### src/rtl/morse_pkg.sv
// -----------------------------------------------------------------------------
// morse_pkg
// Shared definitions for the Morse receiver (and its transmitter counterpart):
//   - receiver FSM state encoding
//   - invalid-letter marker and maximum symbols per letter
//   - the 26 (length, pattern) codes for A..Z.
//     Pattern bit i holds symbol i (first symbol in bit 0), 1 = dash.
// No ports (package).
// -----------------------------------------------------------------------------
package morse_pkg;

  typedef enum logic [1:0] {
    IDLE  = 2'd0,
    MARK  = 2'd1,
    SPACE = 2'd2,
    EMIT  = 2'd3
  } state_t;

  localparam logic [4:0] LETTER_INVALID = 5'd31;
  localparam int         MAX_SYM        = 4;
  localparam int         NUM_LETTERS    = 26;

  // Each entry is {len[2:0], pat[3:0]}, indexed by letter (0 = A).
  localparam logic [6:0] CODE_TABLE [NUM_LETTERS] = '{
    {3'd2, 4'b0010},  // A .-
    {3'd4, 4'b0001},  // B -...
    {3'd4, 4'b0101},  // C -.-.
    {3'd3, 4'b0001},  // D -..
    {3'd1, 4'b0000},  // E .
    {3'd4, 4'b0100},  // F ..-.
    {3'd3, 4'b0011},  // G --.
    {3'd4, 4'b0000},  // H ....
    {3'd2, 4'b0000},  // I ..
    {3'd4, 4'b1110},  // J .---
    {3'd3, 4'b0101},  // K -.-
    {3'd4, 4'b0010},  // L .-..
    {3'd2, 4'b0011},  // M --
    {3'd2, 4'b0001},  // N -.
    {3'd3, 4'b0111},  // O ---
    {3'd4, 4'b0110},  // P .--.
    {3'd4, 4'b1011},  // Q --.-
    {3'd3, 4'b0010},  // R .-.
    {3'd3, 4'b0000},  // S ...
    {3'd1, 4'b0001},  // T -
    {3'd3, 4'b0100},  // U ..-
    {3'd4, 4'b1000},  // V ...-
    {3'd3, 4'b0110},  // W .--
    {3'd4, 4'b1001},  // X -..-
    {3'd4, 4'b1101},  // Y -.--
    {3'd4, 4'b0011}   // Z --..
  };

endpackage

### src/rtl/morse_receiver_if.sv
// -----------------------------------------------------------------------------
// morse_receiver_if
// Groups the receiver's timing/key inputs and decoded-letter outputs.
//   tick         unit-time strobe, one clk wide
//   key_in       raw key line (1 = tone), asynchronous to clk
//   letter       decoded index 0..25, 31 when invalid
//   letter_valid one-clk pulse when the letter outputs update
//   letter_err   overflow or unmapped code, held with letter
//   sym_len      symbols in the emitted letter
//   sym_pat      symbol pattern, bit0 = first symbol, 1 = dash
//   busy         receiver not idle
// Modports: master = the receiver, slave = key source / display side.
// -----------------------------------------------------------------------------
interface morse_receiver_if;
  logic       tick;
  logic       key_in;
  logic [4:0] letter;
  logic       letter_valid;
  logic       letter_err;
  logic [2:0] sym_len;
  logic [3:0] sym_pat;
  logic       busy;

  modport master (
    input  tick, key_in,
    output letter, letter_valid, letter_err, sym_len, sym_pat, busy
  );

  modport slave (
    output tick, key_in,
    input  letter, letter_valid, letter_err, sym_len, sym_pat, busy
  );
endinterface

### src/rtl/morse_lut.sv
// -----------------------------------------------------------------------------
// morse_lut
// Combinational code-to-letter lookup. Exact match on both length and pattern.
//   len  in  3  number of symbols
//   pat  in  4  symbol pattern (bit0 first, 1 = dash)
//   idx  out 5  letter index 0..25, LETTER_INVALID when no match
//   hit  out 1  1 when a table entry matched
// -----------------------------------------------------------------------------
module morse_lut
  import morse_pkg::*;
(
  input  logic [2:0] len,
  input  logic [3:0] pat,
  output logic [4:0] idx,
  output logic       hit
);

  // Table codes are unique, so at most one entry can match.
  always_comb begin
    idx = LETTER_INVALID;
    hit = 1'b0;
    for (int i = 0; i < NUM_LETTERS; i++) begin
      if (CODE_TABLE[i] == {len, pat}) begin
        idx = 5'(i);
        hit = 1'b1;
      end
    end
  end

endmodule

### src/rtl/morse_receiver.sv
// -----------------------------------------------------------------------------
// morse_receiver
// Samples a keyed on/off line on unit ticks, classifies marks as dots/dashes,
// and decodes each letter (ended by a GAP_LETTER-tick space) into 0..25.
//   clk    in  system clock, rising edge
//   reset  in  asynchronous active-low reset
//   bus    morse_receiver_if.master (tick/key_in in, letter outputs out)
// Parameters: DASH_MIN (dash threshold in ticks), GAP_LETTER (space ticks
// ending a letter), CNT_W (mark/space counter width, saturating).
// -----------------------------------------------------------------------------
module morse_receiver
  import morse_pkg::*;
#(
  parameter int DASH_MIN   = 2,
  parameter int GAP_LETTER = 3,
  parameter int CNT_W      = 4
) (
  input  logic             clk,
  input  logic             reset,
  morse_receiver_if.master bus
);

  localparam logic [CNT_W-1:0] CNT_MAX = '1;
  localparam logic [CNT_W-1:0] CNT_ONE = CNT_W'(1);
  localparam logic [CNT_W-1:0] DASH_TH = CNT_W'(DASH_MIN);
  localparam logic [CNT_W-1:0] GAP_TH  = CNT_W'(GAP_LETTER);
  localparam logic [2:0]       SYM_MAX = 3'(MAX_SYM);

  logic             r_key_s1;
  logic             r_key_s2;
  state_t           r_state;
  logic [CNT_W-1:0] r_mark_cnt;
  logic [CNT_W-1:0] r_space_cnt;
  logic [2:0]       r_sym_cnt;
  logic [3:0]       r_buf;
  logic             r_ovf;

  logic [4:0]       r_letter;
  logic             r_letter_valid;
  logic             r_letter_err;
  logic [2:0]       r_sym_len;
  logic [3:0]       r_sym_pat;

  logic [CNT_W-1:0] w_mark_inc;
  logic [CNT_W-1:0] w_space_inc;
  logic             w_dash;
  logic [4:0]       w_lut_idx;
  logic             w_lut_hit;
  logic             w_invalid;

  // Two-flop synchroniser: key_in is asynchronous to clk.
  always_ff @(posedge clk or negedge reset) begin
    if (!reset) begin
      r_key_s1 <= 1'b0;
      r_key_s2 <= 1'b0;
    end else begin
      r_key_s1 <= bus.key_in;
      r_key_s2 <= r_key_s1;
    end
  end

  assign w_mark_inc  = (r_mark_cnt  == CNT_MAX) ? CNT_MAX : r_mark_cnt  + CNT_ONE;
  assign w_space_inc = (r_space_cnt == CNT_MAX) ? CNT_MAX : r_space_cnt + CNT_ONE;
  // A saturated mark stays >= DASH_TH, so very long marks remain dashes.
  assign w_dash      = (r_mark_cnt >= DASH_TH);

  morse_lut u_lut (
    .len (r_sym_cnt),
    .pat (r_buf),
    .idx (w_lut_idx),
    .hit (w_lut_hit)
  );

  assign w_invalid = r_ovf | ~w_lut_hit;

  always_ff @(posedge clk or negedge reset) begin
    if (!reset) begin
      r_state        <= IDLE;
      r_mark_cnt     <= '0;
      r_space_cnt    <= '0;
      r_sym_cnt      <= '0;
      r_buf          <= '0;
      r_ovf          <= 1'b0;
      r_letter       <= '0;
      r_letter_valid <= 1'b0;
      r_letter_err   <= 1'b0;
      r_sym_len      <= '0;
      r_sym_pat      <= '0;
    end else begin
      r_letter_valid <= 1'b0;
      unique case (r_state)
        IDLE: begin
          if (bus.tick && r_key_s2) begin
            r_state    <= MARK;
            r_mark_cnt <= CNT_ONE;
          end
        end
        MARK: begin
          if (bus.tick) begin
            if (r_key_s2) begin
              r_mark_cnt <= w_mark_inc;
            end else begin
              // Symbols beyond the fourth only flag overflow; buffer is kept.
              if (r_sym_cnt < SYM_MAX) begin
                r_buf[r_sym_cnt[1:0]] <= w_dash;
                r_sym_cnt             <= r_sym_cnt + 3'd1;
              end else begin
                r_ovf <= 1'b1;
              end
              r_state     <= SPACE;
              r_space_cnt <= CNT_ONE;
            end
          end
        end
        SPACE: begin
          if (bus.tick) begin
            if (r_key_s2) begin
              r_state    <= MARK;
              r_mark_cnt <= CNT_ONE;
            end else begin
              r_space_cnt <= w_space_inc;
              // Outputs load on the edge entering EMIT so letter_valid is
              // high exactly during the EMIT cycle.
              if (w_space_inc >= GAP_TH) begin
                r_state        <= EMIT;
                r_letter_valid <= 1'b1;
                r_sym_len      <= r_sym_cnt;
                r_sym_pat      <= r_buf;
                r_letter       <= w_invalid ? LETTER_INVALID : w_lut_idx;
                r_letter_err   <= w_invalid;
              end
            end
          end
        end
        EMIT: begin
          // Single cycle; any tick here is deliberately ignored.
          r_state     <= IDLE;
          r_mark_cnt  <= '0;
          r_space_cnt <= '0;
          r_sym_cnt   <= '0;
          r_buf       <= '0;
          r_ovf       <= 1'b0;
        end
        default: r_state <= IDLE;
      endcase
    end
  end

  assign bus.letter       = r_letter;
  assign bus.letter_valid = r_letter_valid;
  assign bus.letter_err   = r_letter_err;
  assign bus.sym_len      = r_sym_len;
  assign bus.sym_pat      = r_sym_pat;
  assign bus.busy         = (r_state != IDLE);

endmodule

### src/flat_wrapper.sv
// flat-port wrapper written by rule: the top's interface ports become plain ports
module morse_receiver_flat import morse_pkg::*;
#(
  parameter int DASH_MIN   = 2,
  parameter int GAP_LETTER = 3,
  parameter int CNT_W      = 4
)
  (clk, reset, bus_tick, bus_key_in, bus_letter, bus_letter_valid, bus_letter_err, bus_sym_len, bus_sym_pat, bus_busy);
  morse_receiver_if bus_i ();
  input  logic clk;
  input  logic reset;
  input wire logic [$bits(bus_i.tick)-1:0] bus_tick;
  input wire logic [$bits(bus_i.key_in)-1:0] bus_key_in;
  output wire logic [$bits(bus_i.letter)-1:0] bus_letter;
  output wire logic [$bits(bus_i.letter_valid)-1:0] bus_letter_valid;
  output wire logic [$bits(bus_i.letter_err)-1:0] bus_letter_err;
  output wire logic [$bits(bus_i.sym_len)-1:0] bus_sym_len;
  output wire logic [$bits(bus_i.sym_pat)-1:0] bus_sym_pat;
  output wire logic [$bits(bus_i.busy)-1:0] bus_busy;
  assign bus_i.tick = bus_tick;
  assign bus_i.key_in = bus_key_in;
  assign bus_letter = bus_i.letter;
  assign bus_letter_valid = bus_i.letter_valid;
  assign bus_letter_err = bus_i.letter_err;
  assign bus_sym_len = bus_i.sym_len;
  assign bus_sym_pat = bus_i.sym_pat;
  assign bus_busy = bus_i.busy;
  morse_receiver #(.DASH_MIN(DASH_MIN), .GAP_LETTER(GAP_LETTER), .CNT_W(CNT_W)) u_core (.clk(clk), .reset(reset), .bus(bus_i));
endmodule
### config.mk
export PLATFORM = sky130hd
export DESIGN_NAME = morse_receiver_flat
export DESIGN_NICKNAME = d
export VERILOG_FILES = /design/src/rtl/morse_pkg.sv /design/src/rtl/morse_receiver_if.sv /design/src/rtl/morse_lut.sv /design/src/rtl/morse_receiver.sv /design/src/flat_wrapper.sv
export SDC_FILE = /design/constraint.sdc
export NUM_CORES = 1
export LEC_CHECK = 0
export CORE_MARGIN = 4
export CORE_UTILIZATION = 40
export DETAILED_ROUTE_END_ITERATION = 10
export DONT_BUFFER_PORTS = 1
export GPL_TIMING_DRIVEN = 0
export HOLD_SLACK_MARGIN = 0.15
export SYNTH_ARGS = -nofsm -noshare
export SYNTH_HDL_FRONTEND = slang
export SYNTH_SLANG_ARGS = --single-unit
### constraint.sdc
create_clock -name clk -period 6.82 [get_ports clk]
set_clock_uncertainty 0.2 [all_clocks]
set_input_delay 0.682 -clock clk [delete_from_list [all_inputs] [get_ports clk]]
set_output_delay 0.682 -clock clk [all_outputs]
set_load 0.005 [all_outputs]
==> results.rst <==
.. list-table::
   :header-rows: 1

   * - Metric
     - Value
   * - Status
     - complete, no violations
   * - Highest Clock Rate
     - 358 MHz
   * - Total congestion overflow after global routing
     - 0
   * - Gp weighted congestion
     - 0.903
   * - I/O Buffers
     - 0
   * - Post-route minimum period
     - 2.79 ns
   * - Dominant cell by count in the synthesized netlist
     - dfrtp_1
   * - Switching part of the total
     - 0.431
   * - Area Growth Syn to Fin
     - 10.3%
   * - Hold Crit Start
     - u_core.r_key_s1
   * - Horizontal die dimension
     - 81.7 um
   * - Number of nets at the end of the flow
     - 280
   * - Critical path arrival
     - 2.77 ns
   * - Cell Int Power
     - 0.000564 W
   * - Number of clock sinks
     - 34
   * - TritonCTS clock tree
     - yes
   * - DRT antenna net count
     - 0
   * - Flip-flop and latch count after synthesis
     - 34
   * - Mean post-synth cell area
     - 8.38 um^2
   * - Combinational share of power
     - 0.484
   * - Initial core utilization
     - 0.420
   * - Power per cell area
     - 414 nW/um^2
   * - Post-Synthesis Cell Area
     - 2170 um^2
   * - Leakage dissipation
     - 1.00 nW
   * - Clock latency of the later-clocked register in the worst-skew pair
     - 0.29 ns
   * - Yosys top cell by area
     - dfrtp_1
   * - Share of layout cells above drive strength 1
     - 0.0855
   * - Startpoint-to-endpoint class of the critical path
     - reg -> reg
   * - Fillcell total
     - 494
   * - Number of instances resized during post-cts repair
     - 0
   * - Number of vias per cell after detailed routing
     - 5.68
   * - Wire length after detailed routing
     - 5280 um
   * - Max-cap violations
     - 0
   * - Count of inserted antenna diode cells
     - 0
   * - Post-synthesis net count
     - 271
   * - Clk root buf
     - clkbuf_8
   * - Clock-pin slew of the registers on the worst-case setup and hold paths
     - 0.07 ns
   * - Kind of end point of the critical path
     - flip-flop
   * - Via count of the first global-routing pass
     - 1,737
   * - Cts bufs inserted
     - 5
   * - Peak ir drop on the vdd network
     - 0.177 mV
   * - Synthesis Warnings
     - 0
   * - Unrepaired setup endpoints after global routing
     - false
   * - Kind of launch point of the worst setup path
     - flip-flop
   * - Post-route DRC
     - 0
   * - DRT iter0 DRCs
     - 171
   * - Non-filler instance count after layout
     - 339
   * - Largest cells by area after synthesis
     - dfrtp_1, nand2_1, a21oi_1, ha_1, nor2_1
   * - Required arrival time at the worst endpoint
     - 6.80 ns
   * - Routed wire length per instance
     - 15.6 um
   * - Pin count of the biggest net entering global routing
     - 35
   * - Fraction of registers with async set/reset
     - 1.00
   * - Final hold viol count
     - 0
   * - Number of antenna violations at the first check in global routing
     - 0
   * - Critical Path Start
     - u_core.r_sym_cnt[2]
   * - Worst R2R Start
     - u_core.r_sym_cnt[2]
   * - Synthesized netlist cell count
     - 259
   * - Die area
     - 6670 um^2
   * - Total core area
     - 5170 um^2
   * - Routed via count
     - 1,925
   * - Path category of the worst min-delay check
     - reg -> reg
   * - Net switching power
     - 0.000427 W
   * - Wire length of the first global-routing pass
     - 8690 um
   * - Number of core rows
     - 26
   * - Slew Limit Fails
     - 0
   * - Area share of the largest cell type after synthesis
     - 0.392
   * - Final setup violation count
     - 0
   * - Cells after DPL
     - 329
   * - Die Y-Extent
     - 81.7 um
   * - Number of different library cells in the post-synthesis netlist
     - 53
   * - Number of iterations in the first detailed-routing pass
     - 4
   * - HPWL after detailed placement
     - 3680 um
   * - Share of power burned in registers
     - 0.330
   * - Critical path peak fanout
     - 10
   * - Global-route usage over all layers
     - 0.169
   * - Count of pins on the block boundary
     - 19
   * - Level count of the clock H-tree
     - 2
   * - Seq/Total Area, Yosys
     - 0.392
   * - Setup fix buffers added after clock tree synthesis
     - 0
   * - Top FF cell, synth
     - dfrtp_1
   * - Clock buffer depth
     - 2
   * - Worst slew pin tran
     - 0.518 ns
   * - Max_slew headroom
     - 0.655
   * - Number of synthesized flops with an enable pin
     - 0
   * - Part of the power in the clock network
     - 0.187
   * - TNS Setup
     - 0 ns
   * - Most frequent cells after synthesis
     - dfrtp_1, nand2_1, nor2_1
   * - Final period utilization
     - 0.410
what timing repair did:
item	in CTS	in global routing
endpoints found under the setup margin	0	0
endpoints found under the hold margin	34	0
hold buffers	2	0
routing by layer:
layer  vias up  global-route usage  wire (um)
met5         -                   0          0
met4         0              0.0664         85
li1        958                   -          -
met2        38               0.256       2460
met3         9              0.0384        213
met1       920               0.234       2520
stage by stage:
stage | setup WS, ns | hold slack (ns) | cell area (um^2) | total power, W | utilization
global route | 3.88 | 0.165 | 2390 | 0.00107 | 0.463
finish | 4.03 | 0.157 | 2390 | 0.000991 | 0.463
detailed placement | 4.08 | 0.148 | 2260 | 0.000798 | 0.437
CTS | 4.06 | 0.160 | 2390 | 0.000992 | 0.463
global placement | 4.08 | 0.152 | 2260 | 0.000793 | 0.437
floorplan | 4.42 | 0.131 | 2170 | 0.000687 | -
flip-flops by register name, summed over array words and instances, names as in the netlist:
signal	count
u_core.bus.letter	5
u_core.bus.letter_err	1
u_core.r_space_cnt	4
u_core.bus.letter_valid	1
u_core.r_mark_cnt	4
u_core.r_sym_cnt	3
u_core.bus.sym_len	3
u_core.r_ovf	1
u_core.r_buf	4
u_core.r_key_s2	1
u_core.bus.sym_pat	4
u_core.r_state	2
u_core.r_key_s1	1
power by group through the flow:
stage / Combinational [W] / Clock, W / Sequential [W]
5_1_grt: 0.000532 / 0.000198 / 0.000338
6_report: 0.000480 / 0.000185 / 0.000327
3_3_place_gp: 0.000465 / 0 / 0.000328
2_1_floorplan: 0.000374 / 0 / 0.000313
4_1_cts: 0.000476 / 0.000190 / 0.000326
3_5_place_dp: 0.000468 / 0 / 0.000330
cell usage in the layout, fill, tap and decap left out, types with 6 or more instances in the layout:
| cell | Yosys | routed |
|---|---|---|
| nand3_1 | 10 | 10 |
| clkbuf_1 | 10 | 12 |
| ha_1 | 8 | 8 |
| nor3_1 | 8 | 8 |
| nand2_1 | 33 | 33 |
| inv_1 | 7 | 7 |
| a21oi_1 | 21 | 21 |
| o21ai_0 | 9 | 9 |
| a31oi_1 | 6 | 6 |
| a211oi_1 | 8 | 8 |
| nor2_1 | 22 | 22 |
| dfrtp_1 | 34 | 34 |
| nand2b_1 | 8 | 8 |
cell families (layout without fill, tap and decap cells):
family          count (synthesis)  in the layout  synth area share
flops                          34             34             0.392
xor+xnor                        1              1           0.00404
simple gates                  114            114             0.274
compound gates                 75             75             0.227
buf+inv                        27             37            0.0565
fa+ha+maj                       8              8            0.0461
worst max-delay path, stage by stage (launching register included):
cell	delay (ns)
dfrtp_1	0.41
buf_2	0.20
inv_1	0.16
ha_1	0.34
nor2b_1	0.32
nand2_1	0.08
o211ai_1	0.17
nor2_1	0.09
a211o_1	0.37
o32a_1	0.36
worst paths after layout:
| kind | to | slack, ns | cells past startpoint |
|---|---|---|---|
| hold reg to reg | u_core.r_key_s2 | 0.16 | 0 |
| setup reg to reg | u_core.bus.letter[1] | 4.03 | 9 |
| min in group asynchronous | u_core.bus.letter[0] | 0.68 | 2 |
| max in group asynchronous | u_core.r_mark_cnt[3] | 5.56 | 2 |
| setup / recovery | u_core.bus.letter[1] | 4.03 | 9 |
| hold / removal | u_core.r_key_s2 | 0.16 | 0 |
cell type report:
| cell class | count | area [um^2] | share of cell area |
|---|---|---|---|
| well taps | 70 | 87.6 | 0.0366 |
| repair buffers | 2 | 30.0 | 0.0125 |
| clock inverters | 1 | 30.0 | 0.0125 |
| inverters | 7 | 26.3 | 0.0110 |
| multi-input cells | 198 | 1200 | 0.500 |
| plain buffers | 20 | 96.3 | 0.0402 |
| flip-flops and latches | 34 | 851 | 0.355 |
| clock buffers | 7 | 76.3 | 0.0319 |
(Power assumes the default switching activity.)
